--- src/rtl/add16_sequencer_pkg.sv ---
// Shared types and widths for the two-beat 16-bit add/sub sequencer.
package add16_sequencer_pkg;
    localparam int BYTE_W = 8;
    localparam int WORD_W = 16;

    typedef enum logic [1:0] {
        IDLE = 2'd0,
        LO   = 2'd1,
        HI   = 2'd2,
        RESP = 2'd3
    } state_t;
endpackage

--- src/rtl/rr_arb2.sv ---
// Two-way arbiter: round-robin on a tie when rr_en, otherwise requester 0 wins.
module rr_arb2 (
    input  logic [1:0] req,
    input  logic       last,
    input  logic       rr_en,
    output logic [1:0] grant
);
    always_comb begin
        grant = 2'b00;
        if (req == 2'b11) begin
            // last == 1 means requester 1 won previously, so requester 0 goes next
            grant = (rr_en && !last) ? 2'b10 : 2'b01;
        end else begin
            grant = req;
        end
    end
endmodule

--- src/rtl/add16_sequencer.sv ---
// Arbitrates two requesters and runs each 16-bit add/sub as two passes
// through an external 8-bit adder (low byte, then high byte with carry).
module add16_sequencer
    import add16_sequencer_pkg::*;
#(
    parameter bit RR_EN = 1'b1
) (
    input  logic        clk,
    input  logic        rst_n,
    input  logic        req0_valid,
    input  logic        req1_valid,
    output logic        req0_ready,
    output logic        req1_ready,
    input  logic [15:0] req0_a,
    input  logic [15:0] req0_b,
    input  logic [15:0] req1_a,
    input  logic [15:0] req1_b,
    input  logic        req0_sub,
    input  logic        req1_sub,
    output logic [7:0]  add_a,
    output logic [7:0]  add_b,
    output logic        add_ci,
    input  logic [7:0]  add_sum,
    input  logic        add_co,
    output logic        resp_valid,
    input  logic        resp_ready,
    output logic        resp_id,
    output logic [15:0] resp_sum,
    output logic        resp_cout
);
    state_t              r_state;
    logic [WORD_W-1:0]   r_a;
    logic [WORD_W-1:0]   r_b;
    logic                r_sub;
    logic                r_id;
    logic                r_carry;
    logic                r_last;
    logic                r_resp_valid;
    logic                r_resp_id;
    logic [WORD_W-1:0]   r_sum;
    logic                r_cout;
    logic [1:0]          w_grant;
    logic                w_idle;
    logic                w_accept;

    rr_arb2 u_arb (
        .req   ({req1_valid, req0_valid}),
        .last  (r_last),
        .rr_en (RR_EN),
        .grant (w_grant)
    );

    assign w_idle     = (r_state == IDLE);
    assign w_accept   = w_idle && (w_grant != 2'b00);
    // rst_n gating keeps ready low during reset even though the state is already IDLE
    assign req0_ready = w_idle && rst_n && w_grant[0];
    assign req1_ready = w_idle && rst_n && w_grant[1];

    assign resp_valid = r_resp_valid;
    assign resp_id    = r_resp_id;
    assign resp_sum   = r_sum;
    assign resp_cout  = r_cout;

    // Operand capture; subtraction is folded into ~b with carry-in 1
    always_ff @(posedge clk) begin
        if (w_accept) begin
            r_a   <= w_grant[1] ? req1_a : req0_a;
            r_b   <= w_grant[1] ? (req1_sub ? ~req1_b : req1_b)
                                : (req0_sub ? ~req0_b : req0_b);
            r_sub <= w_grant[1] ? req1_sub : req0_sub;
            r_id  <= w_grant[1];
        end
    end

    always_ff @(posedge clk or negedge rst_n) begin
        if (!rst_n) begin
            r_state      <= IDLE;
            r_carry      <= 1'b0;
            r_last       <= 1'b1;
            r_resp_valid <= 1'b0;
            r_resp_id    <= 1'b0;
            r_sum        <= '0;
            r_cout       <= 1'b0;
        end else begin
            case (r_state)
                IDLE: begin
                    if (w_accept) begin
                        r_last  <= w_grant[1];
                        r_state <= LO;
                    end
                end
                LO: begin
                    r_sum[BYTE_W-1:0] <= add_sum;
                    r_carry           <= add_co;
                    r_state           <= HI;
                end
                HI: begin
                    r_sum[WORD_W-1:BYTE_W] <= add_sum;
                    r_cout                 <= add_co;
                    r_resp_id              <= r_id;
                    r_resp_valid           <= 1'b1;
                    r_state                <= RESP;
                end
                RESP: begin
                    if (resp_ready) begin
                        r_resp_valid <= 1'b0;
                        r_state      <= IDLE;
                    end
                end
                default: r_state <= IDLE;
            endcase
        end
    end

    always_comb begin
        add_a  = '0;
        add_b  = '0;
        add_ci = 1'b0;
        case (r_state)
            LO: begin
                add_a  = r_a[BYTE_W-1:0];
                add_b  = r_b[BYTE_W-1:0];
                add_ci = r_sub;
            end
            HI: begin
                add_a  = r_a[WORD_W-1:BYTE_W];
                add_b  = r_b[WORD_W-1:BYTE_W];
                add_ci = r_carry;
            end
            default: begin
                add_a  = '0;
                add_b  = '0;
                add_ci = 1'b0;
            end
        endcase
    end
endmodule

--- config.mk ---
export PLATFORM = sky130hd
export DESIGN_NAME = add16_sequencer
export DESIGN_NICKNAME = d
export VERILOG_FILES = /design/src/rtl/add16_sequencer_pkg.sv /design/src/rtl/rr_arb2.sv /design/src/rtl/add16_sequencer.sv
export SDC_FILE = /design/constraint.sdc
export NUM_CORES = 1
export LEC_CHECK = 0
export ABC_AREA = 1
export BUFFER_PORTS_ARGS = -buffer_cell sky130_fd_sc_hd__buf_2
export CAP_MARGIN = 0
export CORE_ASPECT_RATIO = 1.2
export CORE_MARGIN = 2
export CORE_UTILIZATION = 51
export CTS_BUF_LIST = sky130_fd_sc_hd__clkbuf_4 sky130_fd_sc_hd__clkbuf_8
export CTS_CLUSTER_DIAMETER = 50
export CTS_CLUSTER_SIZE = 28
export DETAILED_ROUTE_END_ITERATION = 10
export PLACE_DENSITY = 0.84
export SYNTH_ARGS = -nofsm -noshare
export SYNTH_HDL_FRONTEND = slang
export SYNTH_HIERARCHICAL = 1
export SYNTH_SLANG_ARGS = --single-unit
--- constraint.sdc ---
create_clock -name clk -period 3.1 [get_ports clk]
set_input_delay 0.31 -clock clk [delete_from_list [all_inputs] [get_ports clk]]
set_output_delay 0.31 -clock clk [all_outputs]
set_load 0.01 [all_outputs]
==> out/summary.md, run 1 <==
TritonCTS built the clock tree. The final critical-path required period was 2.35 ns. The distinct cell type count after synthesis was 27. The run gives 513 as the number of filler cells placed in the layout.

Summed over all cells, the static leakage comes to 1.94 nW. Measured against its own limit, the worst slew margin works out to 38.0%. The run gives 9 as the total clock buffers created by CTS.

After technology mapping, the gate count stands at 338. The upper clock frequency limit was 425 MHz. The H-tree was split into 3 levels.

After the flow finishes, the layout carries non-filler instances totaling 538. Once placement finished, the instance area stood at 3670 µm². Yosys attributes the largest share of cell area to edfxtp_1, nand2_1, dfrtp_1, mux2_2, xor2_1.

The buffer count from post-CTS setup fixing was 0; the number of iterations in the first detailed-routing pass was 4. The critical path goes through inv_1 > ha_1 > clkinv_1 > a21oi_1 > buf_2. Data on the critical path arrives at its endpoint at 2.04 ns.

Count of unresolved DRC violations after routing: 0. The final weighted congestion of routability-driven global placement is 0.766, and the layout overhead on the synthesized area is 25.9%. Once detailed placement completed, the half-perimeter wirelength came to 4.83 mm. The initial utilization of the core area, before any placement, comes to 51.9%.

After layout, the worst path uses 75.9% of the clock period. The cell with the largest stage delay on the worst path is clkinv_1. Sequential elements use 51.5% of the synthesized area.

For the post-synth design cell area, the log shows 3100 µm². Setup repair after global routing left no endpoint under its margin. Setup total negative slack on the finished layout was measured at 0 ns.

The first global-routing pass estimated 10.0 mm of wire. On the worst path, the slowest cell contributes a delay of 0.41 ns. For the pin with the worst max-slew slack, the measured transition is 0.928 ns.

The worst setup path is launched from a register. The ratio of cells with drive above 1 in the final layout was 35.7%. The tools report the endpoint required time on the critical path as 2.79 ns.

The root buffer selected by CTS was clkbuf_8. After floorplanning, the core was sized to cover 5970 µm². For this block, the via count after detailed routing is 2,566.

For the utilization after layout, the log shows 65.4%. The power density over cell area was 865 nW/µm². Row generation in the floorplan step produced 31 rows. The routed wire length per instance was 12.3 µm. The category of cells accounting for the largest share of critical-path delay was buffers and inverters. The setup violation total in the final timing report was 0; the proportion of netlist area held by the largest area contributor was 32.9%.

In this run, the number of DRC markers left after iteration 0 of detailed routing was 95. IR analysis of the VDD net gives a maximum drop of 0.000364 V. Entering global routing, the biggest net connects 36 pins. For the remaining global-route overflow, the log shows 0. The floorplan step set the die width to 75.2 µm.

The category of the most critical setup path is register to output pin. The class of the most critical hold timing path was input port to register. During placement, the flow inserted port buffers numbering 117. For the worst-skew pair, the clock arrives at the later sink with an insertion delay of 0.33 ns.

The full die area was 6730 µm². The tools report the remaining number of nets flagged by the antenna check after routing as 0. The number of antenna violations at the first check in global routing was 0. The overall global routing resource usage was 20.1%; the clock-pin slew on the worst setup and hold paths was 0.06 ns.

The routed via count divided by cell count is 4.77, and the sink count of the clock tree is 57. The run finished with clean final reports. For this run, the number of Yosys warnings is 6. Once placement completed, the tool counted placed cells totaling 521.

STA classifies the critical path endpoint as an output pin. Synthesis inferred 57 register bits. The tools report the wire length after detailed routing as 6.60 mm. With fillers left out, the area of the finished cells amounts to 3910 µm². The count of boundary I/O pins was 118.

In the final design database the tool counted 536 nets. The buffer and inverter count on the worst path was 3; the per-instance average area after synthesis was 9.18 µm². The die span in y is 89.4 µm. The number of global-route vias before repair was 2,323; the max-slew violation count was 0. The clock passes through at most 2 buffers.

Summed over all instances, the cell type with the most area after synthesis is edfxtp_1. The count of antenna diodes in the layout was 0. The hold violation total from the final report is 0, and the largest fanout of any net on the critical path is 17. For the number of max-cap violations, the log shows 0.

The tools report the largest clock skew in the final design as 0.00663 ns.
power by group:
group / internal [W] / total (W) / switching [W]
Sequential: 0.00115 / 0.00126 / 0.000113
Combinational: 0.000551 / 0.00134 / 0.000788
Clock: 0.000494 / 0.000782 / 0.000288
sequential cells by signal (all words and copies together) (netlist names):
register,flops
r_b,16
r_id,1
r_last,1
resp_sum,16
resp_cout,1
resp_id,1
r_state,2
r_a,16
r_sub,1
resp_valid,1
r_carry,1
layout make-up:
cell class | count | area (µm²) | area share (%)
Multi-Input combinational cell | 253 | 1330 | 34.0
Tap cell | 82 | 103 | 2.63
Sequential cell | 57 | 1600 | 40.9
Inverter | 10 | 40.0 | 1.02
Timing Repair Buffer | 120 | 611 | 15.6
Clock buffer | 11 | 151 | 3.88
Clock inverter | 5 | 76.3 | 1.95
timing repair:
action,in CTS,in global routing
hold buffers,1,0
gates resized for setup,0,0
hold endpoints to repair,22,0
layout by cell type, fill, tap and decap left out, types with 3 or more instances in the layout:
cell,n
mux2_4,3
ha_1,5
nand2_1,150
inv_1,7
buf_2,117
or2_0,11
a21oi_1,17
or2_2,4
mux2_2,16
dfrtp_1,22
nand3_1,18
clkbuf_8,11
edfxtp_1,34
xor2_1,16
nor2_1,4
layer usage:
| metal | vias to the layer above | global-route usage (%) | part of all wire [%] |
|---|---|---|---|
| met1 | 1138 | 22.3 | 41 |
| met3 | 10 | 7.44 | 7.5 |
| met2 | 107 | 34.3 | 50 |
| li1 | 1311 | - | - |
| met4 | 0 | 8.61 | 1.9 |
| met5 | - | 0 | 0 |
worst paths after layout:
path                                        start                  endpoint  slack (ns)  cells after the start
setup reg to reg           r_state[0]$_DFFE_PN0P_          r_a[2]$_DFFE_PP_        1.11                      4
min in group asynchronous                   rst_n  resp_sum[10]$_DFFE_PN0N_        0.49                      2
hold / removal                         add_sum[2]  resp_sum[10]$_DFFE_PN0N_        0.22                      2
hold reg to reg                    r_id$_DFFE_PP_       resp_id$_DFFE_PN0N_        0.48                      1
setup / recovery           r_state[0]$_DFFE_PN0P_                  add_b[7]        0.75                      5
max in group asynchronous                   rst_n        r_last$_DFFE_PN1P_        2.25                      2
metrics by stage:
step | total power, W | worst slack [ns] | hold WS, ns
floorplan | 0.00218 | 0.476 | 0.0144
global placement | 0.00258 | 1.15 | 0.299
detailed placement | 0.00263 | 1.07 | 0.313
CTS | 0.00341 | 0.704 | 0.201
global route | 0.00362 | 0.534 | 0.206
finish | 0.00338 | 0.746 | 0.216
kinds of logic after synthesis:
group | count (synthesis) | share of synthesized area [%]
AND/OR/NAND/NOR | 192 | 25.4
flip-flops | 57 | 51.5
buffers and inverters | 29 | 6.09
AO/OA/AOI/OAI | 19 | 3.06
multiplexers | 19 | 7.26
XOR/XNOR | 16 | 4.52
adder cells (fa/ha/maj) | 5 | 2.02
other | 1 | 0.121
synthesized netlist by cell type, drive strengths merged:
master  count
nor3        1
inv         9
nor2        5
dfstp       1
clkinv      1
a21oi      17
edfxtp     34
clkbuf      1
conb        1
o21ai       2
dfrtp      22
or2        17
mux2       19
buf        18
ha          5
nand2     151
xor2       16
nand3      18
No activity file was read; power rests on OpenSTA's default activity.
==> run 2: changes to the inputs <==
ABC_AREA = 0   (was 1)
CORE_UTILIZATION = 46   (was 51)
PLACE_DENSITY = 0.8   (was 0.84)
clock period = 2.1 ns   (was 3.1 ns; I/O delays follow)
==> run 2 against run 1 <==
  * Clock power grew 32%
  * Sequential power grew 44%
  * Largest cell class unchanged
  * Critical path type unchanged
  * Sequential share of layout area rose by 0.18 points
  * Clock skew fell by 0.0025 ns
==> out/summary.md, run 2 <==
The post-synthesis sequential element count is 57 (unchanged). Largest clock skew in the final design: 0.00408 ns (-0.00254 ns). Walking the worst path, the cells encountered are inv_1 > ha_1 > buf_6 > a22oi_1 > nor2b_1 > buf_2. Among all flip-flop cells after synthesis, the most frequent one is edfxtp_1. The tools report the leakage power total as 1.70 nW (-12%).

The per-instance average area after synthesis works out to 13.0 µm² (+41%). For the total clock buffers created by CTS, the log shows 9 (unchanged). The buffer and inverter count on the worst path was 3 (unchanged). The power density over cell area is 1290 nW/µm² (+49%), and the total power of the final layout is 0.00500 W (+48%).

The cell taking the most area after synthesis is edfxtp_1. The worst setup path is of the register to output pin kind. The clock network power share was 20.7% (-2.4 points).

The run gives 0.33 ns (about the same) as the clock latency on the worst-skew pair. The distinct cell type count after synthesis was 30 (+11%). For the layout net count, the log shows 439 (-18%).

The routed via count divided by cell count works out to 4.87 (+2.1%). The class of the most critical hold timing path was input port to register. For the maximum level of the CTS H-tree, the log shows 3 (unchanged). Setup repair after global routing left no endpoint under its margin. The final weighted congestion of routability-driven global placement was 0.710 (-7.3%); the clock-pin slew on the worst setup and hold paths was 0.06 ns (about the same). The layout overhead on the synthesized area came out at 28.5%.

The worst setup path is captured at an output pin. The starting utilization of the core area is 47.2% (-4.7 points), and the proportion of netlist area held by the largest area contributor is 33.7% (+0.84 points). The smallest hold slack was 0.0968 ns (-0.119 ns); the switching portion of total power was 32.7% (-2.5 points). Setup violation total in the final timing report: 0 (unchanged).

The ratio of cells with drive above 1 in the final layout came out at 53.2% (+17 points). The yosys synthesis warning count is 6 (unchanged), and the number of iterations in the first detailed-routing pass is 4 (unchanged). In the finished design, the share of the clock period the worst path needs comes to 92.2%. The number of port buffers was 117 (unchanged). The largest incremental delay on the critical path works out to 0.46 ns (+0.05 ns).

The flow ran to the end, and the final reports show no timing, DRC or antenna violations. The tools report the first-pass GRT wire length as 9.61 mm (-4.1%). The logs give 0.00163 W (+37%) for the power dissipated by switching net loads and 0 (unchanged) for the max-slew violation count. The full die area was 7240 µm² (+7.7%); the hold violation total from the final report was 0 (unchanged). Die span in y: 92.8 µm (+3.8%). The tools report the total nets after synthesis as 318. The run gives 1.89 ns (-0.90 ns) as the endpoint required time on the critical path. The endpoint arrival time on the critical path came out at 1.73 ns (-0.31 ns). The tools report the sequential cell area fraction in the yosys report as 52.8% (+1.3 points). Broken down by cell family, the worst path's largest delay share belongs to buffers and inverters.

The logs give 6410 µm² (+7.2%) for the core outline area and 60.7% (-4.7 points) for the utilization after layout. Initial DRC count: 28 (-71%). The tools report the number of max-cap violations as 0 (unchanged). The root buffer selected by CTS is clkbuf_8.

The commonest cells after synthesis are mux2_2, edfxtp_1, dfrtp_1. The overall via count from detail_route was 2,163 (-16%); the wire length after detailed routing was 6.07 mm (-8.1%). The count of unresolved DRC violations after routing was 0 (unchanged); the maximum number of pins on one net before global-route repair was 30 (-17%). Placement row count: 32 (+3.2%). The combinational fraction of design power is 43.1% (+3.5 points).

The run gives 2,157 (-7.1%) as the number of global-route vias before repair. For this run, the top clock speed supported by timing is 516 MHz. The buffer count from post-CTS setup fixing is 0 (unchanged). The number of enable flip-flop cells after synthesis was 34 (unchanged); the remaining number of nets flagged by the antenna check after routing was 0 (unchanged).

TritonCTS built the clock tree. STA classifies the critical path startpoint as a register. The library cell used most frequently in the layout, excluding fill and tap cells, is buf_2. The placed wire-length estimate after detailed placement was 4.35 mm (-9.9%). Async set-or-reset flop fraction in the synthesized netlist: 40.4% (unchanged). Most common cell in the netlist: mux2_2. The sequential fraction of design power is 36.3% (-1.0 points). Sorting the synthesized cells by area gives the leading types as edfxtp_1, dfrtp_1, mux2_2, xnor2_1, xor2_1. For the buffer levels on the longest clock path, the log shows 2 (unchanged).

The tools report the post-route standard cell area excluding fillers as 3890 µm² (-0.45%). The run gives 1600 µm² (unchanged) as the register area. The width of the die is 78.0 µm (+3.8%), and the number of filler cells placed in the layout is 539 (+5.1%).

Setup TNS after final layout: 0 ns (unchanged). The count of antenna diodes in the layout is 0 (unchanged), and the overall global routing resource usage is 17.4% (-2.7 points). The synthesized netlist cell count was 233 (-31%). The largest fanout of any net on the critical path is 17 (unchanged), and the total placed instance area is 3640 µm² (-0.65%). The final critical-path required period was 1.94 ns. The count of boundary I/O pins came out at 118 (unchanged). The internal power component is 0.00337 W (+54%). In the layout the commonest cells are buf_2, mux2_2, edfxtp_1. The highest ir drop seen on vdd came out at 0.000601 V (+65%). The remaining global-route overflow is 0 (unchanged). The number of antenna violations at the first check in global routing is 0 (unchanged).

The post-synth design cell area was 3030 µm² (-2.5%); the sink count of the clock tree was 57 (unchanged). The slowest stage of the critical path belongs to the cell dfrtp_1. The routed wire length per instance came out at 13.7 µm (+11%). The area of the multi-input gates came out at 1300 µm² (-2.3%).
[run 2: cell types whose count changed after synthesis, moves of 11 or more]
cell     change
a21oi_1     -16
a22oi_1     +17
mux2_2      +20
nand2_1    -133
nand3_1     -18
nor2b_1     +19
or2_0       -11
xnor2_1     +16
[run 2: path summary, 6_finish.rpt]
kind,start,to,slack (ns),cells past startpoint
worst max-delay path,r_state[1]$_DFFE_PN0P_,add_b[7],0.16,6
worst min-delay path,resp_ready,resp_valid$_DFFE_PN0P_,0.1,2
worst max register to register,r_last$_DFFE_PN1P_,r_a[11]$_DFFE_PP_,0.35,5
worst min register to register,r_id$_DFFE_PP_,resp_id$_DFFE_PN0N_,0.48,1
max in group asynchronous,rst_n,r_state[0]$_DFFE_PN0P_,1.43,3
min in group asynchronous,rst_n,r_last$_DFFE_PN1P_,0.40,2
[run 2: cell families (layout without fill, tap and decap cells)]
group | after synthesis | after routing | share of synthesized area [%]
DFF | 57 | 57 | 52.8
muxes | 37 | 37 | 13.9
xor gates and xnor gates | 32 | 32 | 9.26
buffers and inverters | 21 | 147 | 5.42
and+or+nand+nor | 41 | 41 | 7.40
other | 1 | 1 | 0.124
adders and majority gates | 5 | 5 | 2.07
AOI/OAI and AO/OA | 39 | 39 | 9.02
[run 2: layout make-up]
type / count / share of cell area, %
flip-flops and latches: 57 / 41.1
multi-input cells: 155 / 33.4
repair buffers: 127 / 17.1
clock buffers: 13 / 4.28
well taps: 85 / 2.73
clock inverters: 3 / 0.997
inverters: 4 / 0.386
[run 2: power groups by stage]
stage               logic, W  clock network (W)  registers (W)
floorplan            0.00134                  0        0.00191
global placement     0.00207                  0        0.00182
detailed placement   0.00211                  0        0.00184
CTS                  0.00213            0.00106        0.00182
global route         0.00237            0.00111        0.00185
finish               0.00215            0.00103        0.00181
[run 2: metal layers]
metal  share of wire [%]  wire length (µm)  global-route usage [%]  vias to the layer above
met3                 6.4               390                    4.78                       11
li1                    -                 -                       -                     1061
met2                  51              3100                    31.0                       87
met1                  41              2470                    19.5                     1004
met5                   0                 0                       0                        -
met4                 1.7               106                    7.02                        0
[run 2: metrics by stage]
| stage | setup slack [ns] | instances |
|---|---|---|
| after CTS | 0.0616 | 444 |
| after global placement | 0.192 | 427 |
| after floorplan | 0.238 | 233 |
| after global routing | 0.0229 | 444 |
| final | 0.163 | 444 |
| after detailed placement | 0.166 | 427 |
[run 2: timing repair]
action | in CTS | in global routing
resized for setup | 2 | 3
hold buffers | 1 | 0
pin swaps | 0 | 0
setup endpoints to repair | 16 | 4
endpoints found under the hold margin | 23 | 0
==> run 3: changes to the inputs <==
ABC_AREA = 1   (was 0)
SYNTH_HIERARCHICAL = not set   (was 1)
==> run 3 against run 2 <==
  * Final cell count increased by 21%
  * Highest routed layer unchanged
  * Largest cell class unchanged
  * Clock-buffer cell count decreased by 4
  * Critical path type unchanged
  * Fmax decreased by 2.7%
==> out/summary.md, run 3 <==
The tools report the max-slew violation count as 0 (unchanged). The tools report the worst setup slack for register-to-register paths as 0.47 ns (+0.12 ns). Clock network power share: 21.0% (+0.3 points). The class of the most critical hold timing path was input port to register. The tools report the internal power component as 0.00328 W (-2.7%). The run gives 0.824 (+16%) as the final weighted congestion of routability-driven global placement.

Setup repair after global routing left no endpoint under its margin. The run gives 2,332 (+8.1%) as the number of global-route vias before repair. The wire length after detailed routing was 6.53 mm (+7.7%); the proportion of netlist area held by the largest area contributor was 32.9% (-0.88 points).

Yosys instantiated no cell more often than nand2_1. The tools report the remaining global-route overflow as 0 (unchanged). The post-synth design cell area was 3110 µm² (+2.7%); the total clock buffers created by CTS was 9 (unchanged). The category of the most critical setup path is register to output pin.

The power density over cell area is 1280 nW/µm² (about the same). The run gives 1.78 ns (+0.05 ns) as the endpoint arrival time on the critical path. The logs give 3 (unchanged) for the maximum level of the CTS H-tree and 412 (+30%) for the total nets after synthesis. For the overall via count from detail_route, the log shows 2,541 (+17%).

STA classifies the critical path endpoint as an output pin. The count of unresolved DRC violations after routing came out at 0 (unchanged). The library cell used most frequently in the layout, excluding fill and tap cells, is nand2_1. In the layout the commonest cells are nand2_1, buf_2, edfxtp_1. The worst register-to-register path begins at r_state[0]$_DFFE_PN0P_. The utilization after layout was 60.8% (+0.061 points); the sink count of the clock tree was 57 (unchanged). The number of cells on the worst reg-to-reg path is 5 (unchanged). The tools report the full die area as 7430 µm² (+2.6%).

The total power of the final layout was 0.00506 W (+1.3%); the ratio of cells with drive above 1 in the final layout was 39.9% (-13 points). The per-instance average area after synthesis is 9.50 µm² (-27%). The buffer levels on the longest clock path is 2 (unchanged).

The count of boundary I/O pins was 118 (unchanged). For the endpoint required time on the critical path, the log shows 1.89 ns (about the same). The critical register-to-register path endpoint was r_b[11]$_DFFE_PP_. The run gives 0.133 ns (+0.0360 ns) as the smallest hold slack.

The largest clock skew in the final design came out at 0.00438 ns (+0.000291 ns). The leakage power total came out at 1.93 nW (+13%). The cell sitting at the root of the clock tree is a clkbuf_8. The cell depth of the worst min-delay path works out to 2 (unchanged).

The run gives 0 ns (unchanged) as the setup TNS after final layout. The setup violation total in the final timing report is 0 (unchanged), and the async set-or-reset flop fraction in the synthesized netlist is 40.4% (unchanged). The remaining number of nets flagged by the antenna check after routing is 0 (unchanged). Layout net count: 531 (+21%). Clock latency on the worst-skew pair: 0.32 ns (about the same). The maximum number of pins on one net before global-route repair was 35 (+17%); the hold violation total from the final report was 0 (unchanged). The distinct cell type count after synthesis was 24 (-20%); the post-synthesis sequential element count was 57 (unchanged). The tools report the origin of the worst min-delay path as add_sum[2]. The highest ir drop seen on vdd was 0.000639 V (+6.4%); the width of the die was 79.0 µm (+1.3%). By count the netlist is led by nand2_1, edfxtp_1, dfrtp_1. The tools report the placed wire-length estimate after detailed placement as 4.88 mm (+12%). The number of iterations in the first detailed-routing pass was 6 (+2); the worst-margin pin slew was 0.460 ns.

The switching portion of total power is 35.3% (+2.6 points). The number of max-cap violations was 0 (unchanged). The fraction of the cycle the final worst path needs was 94.8% (+2.5 points); the combinational fraction of design power was 41.8% (-1.3 points). Routed wire length per instance: 12.2 µm (-11%). The routed via count divided by cell count came out at 4.73 (-2.9%). Initial DRC count: 135 (+380%). The path with the worst hold slack has its endpoint at resp_sum[2]$_DFFE_PN0N_.

By area the synthesized netlist is led by edfxtp_1, dfrtp_1, nand2_1, mux2_2, xor2_1. The first-pass GRT wire length is 10.7 mm (+11%). The run gives 0.00179 W (+9.3%) as the power dissipated by switching net loads. The tools report the placement row count as 32 (unchanged).

The tools report the yosys synthesis warning count as 0 (-6). The clock-pin slew on the worst setup and hold paths was 0.06 ns (about the same); the die span in y was 94.0 µm (+1.3%). The starting utilization of the core area is 47.9% (+0.67 points).

The pre-CTS worst setup slack is 0.319 ns (+0.153 ns), and the upper clock frequency limit is 503 MHz (-2.7%). The synthesized netlist cell count is 327 (+40%), and the number of antenna violations at the first check in global routing is 1 (+1). The worst pin sits at a relative slew slack of 69.3%. The final critical-path required period was 1.99 ns (+0.0534 ns). The cell taking the most area after synthesis is edfxtp_1. The flow ran to the end, and the final reports show no timing, DRC or antenna violations. The number of port buffers is 117 (unchanged), and the sequential fraction of design power is 37.1% (+0.8 points). The core outline area is 6490 µm² (+1.3%). From synthesis to final layout, the design area changed by 26.9%. Among all flip-flop cells after synthesis, the most frequent one is edfxtp_1.

The sequential cell area fraction in the yosys report is 51.4% (-1.4 points). The final critical-path setup slack was 0.110 ns (-0.0534 ns). TritonCTS built the clock tree.

The largest fanout of any net on the critical path came out at 13 (-4). The tools report the overall global routing resource usage as 18.6% (+1.2 points). Number of enable flip-flop cells after synthesis: 34 (unchanged). The worst setup path is launched from a register.
run 3: cell count changes in the layout (fill, tap and decap cells not counted), moves of 17 or more:
cell,delta
mux2_2,-19
nor2b_1,-18
a22oi_1,-17
nand2_1,+117
nand3_1,+19
run 3: metrics by stage:
stage | instances | area [µm²]
after detailed placement | 518 | 3700
final | 537 | 3940
after floorplan | 327 | 3110
after CTS | 535 | 3930
after global routing | 536 | 3940
after global placement | 518 | 3700
run 3: area by class of cell:
cell class	count	area, µm²
well taps	85	106
diodes	1	2.50
inverters	7	32.5
flip-flops and latches	57	1600
clock buffers	9	124
clock inverters	7	85.1
fillers	582	2540
multi-input cells	245	1330
repair buffers	126	668
run 3: logic make-up (layout without fill, tap and decap cells):
logic type | after synthesis | in the layout | share of synthesized area [%]
AND/OR/NAND/NOR | 184 | 184 | 25.4
flip-flops | 57 | 57 | 51.4
AO/OA/AOI/OAI | 21 | 21 | 3.38
adder cells (fa/ha/maj) | 5 | 5 | 2.01
buffers and inverters | 25 | 149 | 6.12
other | 0 | 1 | 0
multiplexers | 19 | 19 | 7.13
XOR/XNOR | 16 | 16 | 4.51
run 3: worst max-delay path by stage:
| stage | startpoint | end | slack (ns) |
|---|---|---|---|
| 4_1_cts | r_state[1]$_DFFE_PN0P_ | add_b[2] | 0.05 |
| 6_report | r_state[0]$_DFFE_PN0P_ | add_b[0] | 0.11 |
| 5_1_grt | r_state[0]$_DFFE_PN0P_ | add_b[0] | 0.02 |
| 3_3_place_gp | r_state[0]$_DFFE_PN0P_ | add_b[2] | 0.38 |
| 3_5_place_dp | r_state[0]$_DFFE_PN0P_ | add_b[0] | 0.32 |
| 2_1_floorplan | r_state[0]$_DFFE_PN0P_ | r_a[0]$_DFFE_PP_ | 0.20 |
run 3: worst max-delay path, cell delays in order, from the launching register on:
cell and delay (ns):
dfrtp_1 0.39, inv_1 0.10, ha_1 0.33, clkinv_2 0.11, buf_4 0.19, a21oi_1 0.16
buf_2 0.16
run 3: power by group through the flow:
stage	clock network, W	registers [W]	logic, W
3_5_place_dp	0	0.00190	0.00212
2_1_floorplan	0	0.00197	0.00130
4_1_cts	0.00108	0.00188	0.00214
6_report	0.00107	0.00188	0.00212
5_1_grt	0.00114	0.00192	0.00236
3_3_place_gp	0	0.00188	0.00208
run 3: what timing repair did:
action | 4_1_cts | 5_1_grt
resized for setup | 2 | 1
hold endpoints to repair | 23 | 0
hold buffers | 1 | 0
endpoints found under the setup margin | 8 | 2
setup buffers | 0 | 1
gates cloned | 0 | 0
run 3: metal layers:
| metal | up-vias | track usage [%] | wire length (µm) |
|---|---|---|---|
| met4 | 0 | 8.05 | 119 |
| met3 | 11 | 2.79 | 310 |
| met5 | - | 0 | 0 |
| met2 | 79 | 32.0 | 3340 |
| met1 | 1151 | 23.2 | 2760 |
| li1 | 1300 | - | - |
